<file path="src/rtl/seg7_pkg.sv">
// Shared constants and types for the 7-segment scan decoder.
// Segment codes are active low, bit order [6:0] = A..G.
package seg7_pkg;

  localparam logic [6:0] SEG_0     = 7'b0000001;
  localparam logic [6:0] SEG_1     = 7'b1001111;
  localparam logic [6:0] SEG_2     = 7'b0010010;
  localparam logic [6:0] SEG_3     = 7'b0000110;
  localparam logic [6:0] SEG_4     = 7'b1001100;
  localparam logic [6:0] SEG_5     = 7'b0100100;
  localparam logic [6:0] SEG_6     = 7'b0100000;
  localparam logic [6:0] SEG_7     = 7'b0001111;
  localparam logic [6:0] SEG_8     = 7'b0000000;
  localparam logic [6:0] SEG_9     = 7'b0000100;
  localparam logic [6:0] SEG_BLANK = 7'b1111111;

  localparam logic [3:0] DIGIT_BLANK   = 4'hF;
  localparam logic [3:0] DIGIT_ILLEGAL = 4'hF;

  typedef enum logic [1:0] {
    IDLE,
    SETTLE,
    HOLD
  } state_t;

  // Position of the low anode; only meaningful when exactly one is low.
  function automatic logic [1:0] anode_index(input logic [3:0] an_n);
    logic [1:0] idx;
    idx = '0;
    for (int i = 0; i < 4; i++) begin
      if (!an_n[i]) idx = 2'(i);
    end
    return idx;
  endfunction

endpackage

</file>
<file path="src/rtl/seg7_scan_decoder_decode.sv">
// Combinational segment pattern to BCD digit decoder.
// Unknown patterns decode as illegal; all-off decodes as blank.
module seg7_pattern_decode
  import seg7_pkg::*;
(
  input  logic [6:0] i_segs,
  output logic [3:0] o_digit,
  output logic       o_is_blank,
  output logic       o_is_bad
);

  always_comb begin
    o_digit    = DIGIT_ILLEGAL;
    o_is_blank = 1'b0;
    o_is_bad   = 1'b0;
    case (i_segs)
      SEG_0:     o_digit = 4'd0;
      SEG_1:     o_digit = 4'd1;
      SEG_2:     o_digit = 4'd2;
      SEG_3:     o_digit = 4'd3;
      SEG_4:     o_digit = 4'd4;
      SEG_5:     o_digit = 4'd5;
      SEG_6:     o_digit = 4'd6;
      SEG_7:     o_digit = 4'd7;
      SEG_8:     o_digit = 4'd8;
      SEG_9:     o_digit = 4'd9;
      SEG_BLANK: begin
        o_digit    = DIGIT_BLANK;
        o_is_blank = 1'b1;
      end
      default:   o_is_bad = 1'b1;
    endcase
  end

endmodule

</file>
<file path="src/rtl/seg7_scan_decoder.sv">
// Recovers digits, blanks and decimal points from a multiplexed
// active-low 4-digit display bus and publishes confirmed frames.
module seg7_scan_decoder
  import seg7_pkg::*;
#(
  parameter int SETTLE_CYCLES  = 16,
  parameter int CONFIRM_FRAMES = 2,
  parameter int TIMEOUT_CYCLES = 1048576
) (
  input  logic        clk,
  input  logic        rst,
  input  logic [3:0]  anodes,
  input  logic [6:0]  segs,
  input  logic        decimalPt,
  output logic [15:0] q,
  output logic [3:0]  blank,
  output logic [3:0]  dp,
  output logic        valid,
  output logic        frame_done,
  output logic        seg_err,
  output logic        anode_err
);

  localparam int SW = $clog2(SETTLE_CYCLES + 1);
  localparam int CW = $clog2(CONFIRM_FRAMES + 1);
  localparam int TW = $clog2(TIMEOUT_CYCLES + 1);

  localparam logic [SW-1:0] SETTLE_LAST = SW'(SETTLE_CYCLES - 1);
  localparam logic [CW-1:0] CONF_MAX    = CW'(CONFIRM_FRAMES);
  localparam logic [TW-1:0] TO_MAX      = TW'(TIMEOUT_CYCLES);
  localparam logic [TW-1:0] TO_LAST     = TW'(TIMEOUT_CYCLES - 1);

  logic [3:0]       r_an;
  logic [6:0]       r_sg;
  logic             r_dpn;
  logic [11:0]      r_bus_prev;

  state_t           r_state;
  state_t           w_state_nx;
  logic [SW-1:0]    r_settle;
  logic [TW-1:0]    r_to;
  logic [CW-1:0]    r_conf;

  logic [3:0][3:0]  r_wd;
  logic [3:0]       r_wb;
  logic [3:0]       r_wdp;
  logic [3:0]       r_seen;
  logic [3:0][3:0]  r_pd;
  logic [3:0]       r_pb;
  logic [3:0]       r_pdp;
  logic             r_prev_ok;

  logic [11:0]      w_bus;
  logic             w_changed;
  logic [2:0]       w_nlow;
  logic             w_one;
  logic             w_multi;
  logic [1:0]       w_idx;
  logic [3:0]       w_digit;
  logic             w_is_blank;
  logic             w_is_bad;
  logic             w_capture;
  logic             w_settle_inc;
  logic             w_frame;
  logic             w_same;
  logic [CW-1:0]    w_conf_nx;
  logic             w_publish;
  logic             w_to_inc;
  logic             w_to_fire;

  always_ff @(posedge clk or posedge rst) begin
    if (rst) begin
      r_an       <= 4'hF;
      r_sg       <= 7'h7F;
      r_dpn      <= 1'b1;
      r_bus_prev <= 12'hFFF;
    end else begin
      r_an       <= anodes;
      r_sg       <= segs;
      r_dpn      <= decimalPt;
      r_bus_prev <= w_bus;
    end
  end

  assign w_bus     = {r_an, r_sg, r_dpn};
  assign w_changed = (w_bus != r_bus_prev);
  assign w_nlow    = 3'($countones(~r_an));
  assign w_one     = (w_nlow == 3'd1);
  assign w_multi   = (w_nlow > 3'd1);
  assign w_idx     = anode_index(r_an);

  seg7_pattern_decode u_decode (
    .i_segs     (r_sg),
    .o_digit    (w_digit),
    .o_is_blank (w_is_blank),
    .o_is_bad   (w_is_bad)
  );

  always_ff @(posedge clk or posedge rst) begin
    if (rst) r_state <= IDLE;
    else     r_state <= w_state_nx;
  end

  always_comb begin
    w_state_nx = r_state;
    unique case (r_state)
      IDLE: begin
        if (w_one) w_state_nx = SETTLE;
      end
      SETTLE: begin
        if (!w_one)
          w_state_nx = IDLE;
        else if (!w_changed && r_settle == SETTLE_LAST)
          w_state_nx = HOLD;
      end
      HOLD: begin
        if (!w_one)         w_state_nx = IDLE;
        else if (w_changed) w_state_nx = SETTLE;
      end
      default: w_state_nx = IDLE;
    endcase
  end

  always_comb begin
    w_capture    = 1'b0;
    w_settle_inc = 1'b0;
    w_to_inc     = 1'b0;
    unique case (r_state)
      IDLE: begin
        w_to_inc = !w_one && (r_to != TO_MAX);
      end
      SETTLE: begin
        if (w_one && !w_changed) begin
          w_capture    = (r_settle == SETTLE_LAST);
          w_settle_inc = (r_settle != SETTLE_LAST);
        end
      end
      HOLD: ;
      default: ;
    endcase
  end

  assign w_to_fire = w_to_inc && (r_to == TO_LAST);

  always_ff @(posedge clk or posedge rst) begin
    if (rst) begin
      r_settle <= '0;
      r_to     <= '0;
    end else begin
      r_settle <= w_settle_inc ? r_settle + 1'b1 : '0;
      if (w_one)         r_to <= '0;
      else if (w_to_inc) r_to <= r_to + 1'b1;
    end
  end

  // A frame only counts toward confirmation against a real predecessor.
  assign w_frame   = (r_seen == 4'hF);
  assign w_same    = r_prev_ok && (r_wd == r_pd) &&
                     (r_wb == r_pb) && (r_wdp == r_pdp);
  assign w_conf_nx = !w_same ? CW'(1) :
                     (r_conf == CONF_MAX) ? r_conf : r_conf + 1'b1;
  assign w_publish = w_frame && (w_conf_nx == CONF_MAX);

  always_ff @(posedge clk or posedge rst) begin
    if (rst) begin
      r_wd       <= '0;
      r_wb       <= '0;
      r_wdp      <= '0;
      r_seen     <= '0;
      r_pd       <= '0;
      r_pb       <= '0;
      r_pdp      <= '0;
      r_prev_ok  <= 1'b0;
      r_conf     <= '0;
      q          <= '0;
      blank      <= '0;
      dp         <= '0;
      valid      <= 1'b0;
      frame_done <= 1'b0;
      seg_err    <= 1'b0;
      anode_err  <= 1'b0;
    end else begin
      frame_done <= w_frame && !w_to_fire;
      seg_err    <= w_capture && w_is_bad;
      anode_err  <= w_multi;
      if (w_to_fire) begin
        r_seen    <= '0;
        r_conf    <= '0;
        r_prev_ok <= 1'b0;
        valid     <= 1'b0;
      end else if (w_frame) begin
        r_seen    <= '0;
        r_pd      <= r_wd;
        r_pb      <= r_wb;
        r_pdp     <= r_wdp;
        r_prev_ok <= 1'b1;
        r_conf    <= w_conf_nx;
        if (w_publish) begin
          q     <= r_wd;
          blank <= r_wb;
          dp    <= r_wdp;
          valid <= 1'b1;
        end
      end else if (w_capture) begin
        r_wd[w_idx]   <= w_digit;
        r_wb[w_idx]   <= w_is_blank;
        r_wdp[w_idx]  <= ~r_dpn;
        r_seen[w_idx] <= 1'b1;
      end
    end
  end

endmodule
</file>
<file path="config.mk">
export PLATFORM = sky130hd
export DESIGN_NAME = seg7_scan_decoder
export DESIGN_NICKNAME = d
export VERILOG_FILES = /design/src/rtl/seg7_pkg.sv /design/src/rtl/seg7_scan_decoder_decode.sv /design/src/rtl/seg7_scan_decoder.sv
export SDC_FILE = /design/constraint.sdc
export NUM_CORES = 1
export LEC_CHECK = 0
export CAP_MARGIN = 20
export CORE_MARGIN = 2
export CORE_UTILIZATION = 40
export DETAILED_ROUTE_END_ITERATION = 8
export PLACE_DENSITY = 0.55
export REMOVE_ABC_BUFFERS = 1
export SLEW_MARGIN = 5
export SYNTH_ARGS = -nofsm -noshare
export SYNTH_HDL_FRONTEND = slang
export SYNTH_HIERARCHICAL = 1
export SYNTH_SLANG_ARGS = --single-unit
</file>
<file path="constraint.sdc">
create_clock -name clk -period 11.97 [get_ports clk]
set_clock_uncertainty 0.1 [all_clocks]
set_input_delay 1.7955 -clock clk [delete_from_list [all_inputs] [get_ports clk]]
set_output_delay 1.7955 -clock clk [all_outputs]
set_load 0.02 [all_outputs]
</file>
* Word level (Yosys, flattened, before mapping)
Index checks and enable logic that the tools add are counted.
Storage, ports and cells: register bits 135, bits in latches 0, RAM bits 0, memory bits (read-only) 0, input bits 14, output and inout port bits 28, word-level logic and storage cells 135, memories 0
Cells by class: $add $sub $neg 6, multipliers 0, div/mod/pow operators 0, $lt $le $gt $ge 3, eq/ne operators 27, shifts and indexed selects 0, mux-type cells 39, bitwise gates (word level) 5, reductions and logical operators 26
Operator list (count):
- $mux W21 | 2
- $pmux W4 S10 | 1
- $mux W2 | 11
- $add A21 B1 Y21 const B | 1
- $eq A21 B20 Y1 const B | 1
- $eq A7 B7 Y1 const B | 3
- $ne A21 B21 Y1 const B | 1
- $bwmux W16 | 1
- $eq A16 B16 Y1 | 1
- $mux W4 | 4
- $eq A7 B3 Y1 const B | 2
- $eq A7 B6 Y1 const B | 2
- $mux W1 | 14
- $ne A12 B12 Y1 | 1
- $logic_and A1 B1 Y1 | 11
- $reduce_or A11 Y1 | 1
- $reduce_and A3 Y1 | 3
- $bwmux W4 | 2
- $demux W4 S2 | 1
- $eq A4 B4 Y1 | 2
- $eq A7 B1 Y1 const B | 1
- $eq A7 B4 Y1 const B | 1
- $eq A7 B5 Y1 const B | 1
- $logic_not A7 Y1 | 1
- 26 further kinds | 37

* Logic depth before layout (Yosys ltp)
word-level depth 11, gate-level depth with buffers 12, mapped depth without buffers 10

* By module
Netlist, hierarchy kept.
By module, submodules not included:
- seg7_scan_decoder | instances 1, cells an instance 453, area an instance 5964.5 µm², sequential area each 3408.3 µm²
- seg7_pattern_decode | instances 1, cells an instance 39, area an instance 287.8 µm², sequential area each 0.0 µm²

* Worst setup path before layout
OpenSTA, ideal clock, no wires.
path type register to register, start register r_an[3], end register r_wb[3], library setup time 0.125 ns, arrival time 3.334 ns, required time 11.745 ns, slack 8.411 ns, cell stages (with the launch flop) 13, path buffers 2, period minus slack after synthesis 3.559 ns, cells stage by stage dfstp_2 -> fa_1 -> inv_1 -> ha_1 -> inv_1 -> ha_1 -> or3b_1 -> clkbuf_1 -> nor2_1 -> nand4_1 -> or4_2 -> buf_2 -> mux2_2
On the way: longest elaborated chain between the ends 10, elaborated cells on any way between the ends 22, those cells by class add/sub: 2; order compare: 2; eq/ne: 2; mux: 7; bitwise: 2; reduce/logical: 7
RTL lines:
- start: declaration | RTL line seg7_scan_decoder.sv:33 | logic [3:0] r_an;
- start signal: assignment | RTL line seg7_scan_decoder.sv:78 | r_an <= anodes;
- $not A4 Y4 | RTL line seg7_scan_decoder.sv:87 | assign w_nlow = 3'($countones(~r_an));
- $add A1 B1 Y2 (not written as such) | RTL line seg7_scan_decoder.sv:87
- $add A2 B2 Y3 (not written as such) | RTL line seg7_scan_decoder.sv:87
- $eq A3 B1 Y1 | RTL line seg7_scan_decoder.sv:88 | assign w_one = (w_nlow == 3'd1);
- $logic_not A1 Y1 | RTL line seg7_scan_decoder.sv:130 | w_to_inc = !w_one && (r_to != TO_MAX);
- $logic_and A1 B1 Y1 | RTL line seg7_scan_decoder.sv:130
- $mux W1 | RTL line seg7_scan_decoder.sv:128 | unique case (r_state)
- $logic_and A1 B1 Y1 | RTL line seg7_scan_decoder.sv:143 | assign w_to_fire = w_to_inc && (r_to == TO_LAST);
- $not A1 Y1 (no source line)
- $reduce_and A3 Y1 (no source line)
- end signal: indexed assignment | RTL line seg7_scan_decoder.sv:206 | r_wb[w_idx] <= w_is_blank;
- end: declaration | RTL line seg7_scan_decoder.sv:45 | logic [3:0] r_wb;
Several ways; a longest one is shown, not always the timed one. A chain may end at the register's enable or synchronous reset.

* Worst setup path after layout
start register r_an[3], end register r_wd[11] (netlist name)
On the way: longest elaborated chain between the ends 10, elaborated cells on any way between the ends 22, those cells by class add/sub: 2; order compare: 2; eq/ne: 2; mux: 7; bitwise: 2; reduce/logical: 7
RTL lines:
- $not A4 Y4 | RTL line seg7_scan_decoder.sv:87
- $add A1 B1 Y2 (not written as such) | RTL line seg7_scan_decoder.sv:87
- $add A2 B2 Y3 (not written as such) | RTL line seg7_scan_decoder.sv:87
- $eq A3 B1 Y1 | RTL line seg7_scan_decoder.sv:88
- $logic_not A1 Y1 | RTL line seg7_scan_decoder.sv:130
- $logic_and A1 B1 Y1 | RTL line seg7_scan_decoder.sv:130
- $mux W1 | RTL line seg7_scan_decoder.sv:128
- $logic_and A1 B1 Y1 | RTL line seg7_scan_decoder.sv:143
- $not A1 Y1 (no source line)
- $reduce_and A3 Y1 (no source line)
- end signal: indexed assignment | RTL line seg7_scan_decoder.sv:205 | r_wd[w_idx] <= w_digit;
- end: declaration | RTL line seg7_scan_decoder.sv:44 | logic [3:0][3:0] r_wd;
Several ways; a longest one is shown, not always the timed one.

==> impl_metrics.tcl <==
set metrics [dict create \
    path_cells "fa_1 -> inv_1 -> ha_1 -> inv_1 -> ha_1 -> or3b_1 -> nor2_1 -> nand4_1 -> nor4_2 -> mux2_2" \
    finalHoldViolCount 0 \
    path_class "reg -> reg" \
    initial_core_util 0.410 \
    synth_seq_cells 135 \
    outcome "finished, final reports clean" \
    areaGrowthSynthToFinish_pct 19.5 \
    yosysSeqAreaShare 0.545 \
    cap_violations 0 \
    fmax_ghz 0.247 \
    cts_setup_buffers 0 \
    htree_num_levels 4 \
    final_common_cell "dfrtp_1" \
    die_y_um 129 \
    worstHoldPathCells 0 \
    required_ps 12170 \
    cts_tree "built" \
    crit_family "simple AND/OR/NAND/NOR gates" \
    reg2reg_depth 10 \
    r2r-start "r_an[3]$_DFF_PP1_" \
    p_leak_uw 0.00330 \
    finalCritPeriodShare 0.339 \
    holdCritPathClass "reg -> reg" \
    grt_max_degree 88 \
    port_buffers 41 \
    antenna_cells 0 \
    finalCriticalPeriod_ps 4060 \
    cp_slowest_stage_delay_ps 740 \
    start_kind "flop" \
    synthMuxAreaShare 0.155 \
    place_congestion 0.802 \
    layout_common_cells "dfrtp_1 (111), mux2_2 (48), clkdlybuf4s50_1 (41), xnor2_1 (27), nor2_1 (26)" \
    drv_slew 0 \
    die_x_um 129 \
    grt_pass1_wl_um 20900 \
    worstPathBufferInverterCount 2 \
    dominantRegCellSynth "dfrtp_1" \
    max-slew-margin-rel 0.401 \
    cts_resized 0 \
    io_pins 42 \
    clkTransAtPathRegs_ps 50 \
    synth_top_family_by_area "multiplexers" \
    drc 0 \
    antenna_found_initial 0 \
    syn_area_sq_um 6250 \
    synth_simple_gate_area_frac 0.132 \
    drive_gt1_frac 0.256 \
    insertion_delay_ps 420 \
    dp_hpwl_um 8530 \
    irDropWorstVdd_v 0.000103 \
    synth_top_area_frac 0.444 \
    crit_arrival_ps 4250 \
    synth_adder_area_share 0.0212 \
    rsz0062_at_grt "no" \
    synthArstFlopShare 1.00 \
    hold_buffers 0 \
    dr.pass1.iters 4 \
    fin_setup_tns_ps 0 \
    cts_root_buf "clkbuf_16" \
    vias 3960 \
    r2r_slack_ps 7910 \
    crit_fanout 16 \
    critPathSlowestCell "nor4_2" \
    core_area_sq_um 15300 \
    grt_overflow_total 0 \
    setup_viol 0 \
    drtIter0Drc 153 \
    synth_area_leader_cell "dfrtp_1" \
    cts_buffers 17 \
    p_per_area_nw_per_um2 145 \
    grt_use_total 0.164 \
    fin_util 0.490 \
    r2r_end "r_wd[11]$_DFFE_PP0P_" \
    ys_top_cells_by_area "dfrtp_1 (44%), dfstp_2 (10%), mux2_2 (8.6%), mux2_4 (4.8%), xnor2_1 (3.8%)" \
    dieArea_sq_um 16600 \
    synth_edf_count 0 \
    yosys_warnings 6 \
    netlist-cell-type-count 63 \
    cp-end-kind "flop" \
    routedWlPerCell_um 16.4 \
    synth_compound_area_frac 0.0540 \
    synthCells 492 \
    synth_xor_area_frac 0.0616 \
    ant_nets 0 \
    syn-mean-instance-area_sq_um 12.7 \
    finalWirelength_um 12500 \
    clockBufferDepth 2 \
    final_net_count 566 \
    cts.sinks 135 \
    grt_pass1_vias 4022 \
    rows 45 \
    vias_per_cell 5.17 \
    min_to "r_bus_prev[8]$_DFF_PP1_" \
    tightest_slew_ps 895 \
    worstHoldStart "r_an[0]$_DFF_PP1_" \
]
## cells in the mapped netlist, types with 2 or more instances
library cell / instances
dfrtp_1: 111
mux2_2: 48
xnor2_1: 27
nor2_1: 26
nand2_1: 25
dfstp_2: 24
inv_1: 21
mux2_4: 20
nand4_1: 18
xor2_1: 17
nand3_1: 14
mux2i_1: 13
ha_1: 9
nor3_1: 9
nor4_1: 9
clkbuf_1: 6
o21a_1: 6
a21oi_1: 5
o211ai_1: 5
o21ai_0: 5
nor4b_1: 4
o31ai_1: 4
buf_2: 3
nand2b_1: 3
nand3b_1: 3
nor3b_1: 3
o32ai_1: 3
or3_1: 3
or4_1: 3
or4_2: 3
a211oi_1: 2
a31oi_1: 2
and3_2: 2
and4_1: 2
buf_12: 2
nor2b_1: 2
nor4_2: 2
or3_2: 2
or3b_1: 2
## final cells by class
| type | instances | area [sq um] |
|---|---|---|
| well taps | 211 | 264 |
| flip-flops and latches | 135 | 3410 |
| clock inverters | 9 | 123 |
| clock buffers | 23 | 478 |
| inverters | 21 | 81.3 |
| multi-input cells | 321 | 2650 |
| repair buffers | 46 | 468 |
| fillers | 1385 | 7780 |
## report_power, final
part	switching, uW	leakage [uW]	internal (uW)
sequential	15.2	0.00180	472
combinational	42.6	0.00121	27.7
clock	185	0.000297	342
total	243	0.00330	842
## flip-flops by register name (all words and copies together) (netlist names), 5 cells and up
signal      flops
r_to           21
q              16
r_pd           16
r_wd           16
r_bus_prev     12
r_sg            7
r_settle        5
## cell families after synthesis
logic type / Yosys count
compound gates: 43
xor+xnor: 44
fa+ha+maj: 10
buf+inv: 36
flops: 135
mux: 81
simple gates: 143
## worst max-delay path by stage
stage / from / to / slack [ps] / depth (start not counted)
after global placement: r_an[3]$_DFF_PP1_ / r_wd[7]$_DFFE_PP0P_ / 7980 / 10
after floorplan: rst / anode_err$_DFF_PP0_ / 6500 / 1
after detailed placement: r_an[3]$_DFF_PP1_ / r_wb[2]$_DFFE_PP0P_ / 7910 / 10
after global routing: r_an[3]$_DFF_PP1_ / r_wd[0]$_DFFE_PP0P_ / 7700 / 10
final: r_an[3]$_DFF_PP1_ / r_wd[11]$_DFFE_PP0P_ / 7910 / 10
after CTS: r_an[3]$_DFF_PP1_ / r_wd[11]$_DFFE_PP0P_ / 7890 / 10
## metal layers
layer / vias to the layer above / share of wire / global-route usage
met5: - / 0 / 0
met4: 0 / 0.020 / 0.0684
met3: 17 / 0.031 / 0.0372
met2: 77 / 0.47 / 0.259
met1: 1990 / 0.48 / 0.220
li1: 1876 / - / -
## metrics by stage
step / cell area [sq um] / power (uW) / instances / hold WS (ps) / worst slack (ps)
floorplan: 6140 / 539 / 477 / 279 / 6500
global placement: 6850 / 562 / 733 / 283 / 7980
detailed placement: 6850 / 565 / 733 / 285 / 7910
CTS: 7450 / 1100 / 765 / 292 / 7890
global route: 7470 / 1130 / 766 / 297 / 7700
finish: 7470 / 1090 / 766 / 291 / 7910
Note: power is estimated with default switching activity, not from simulation.
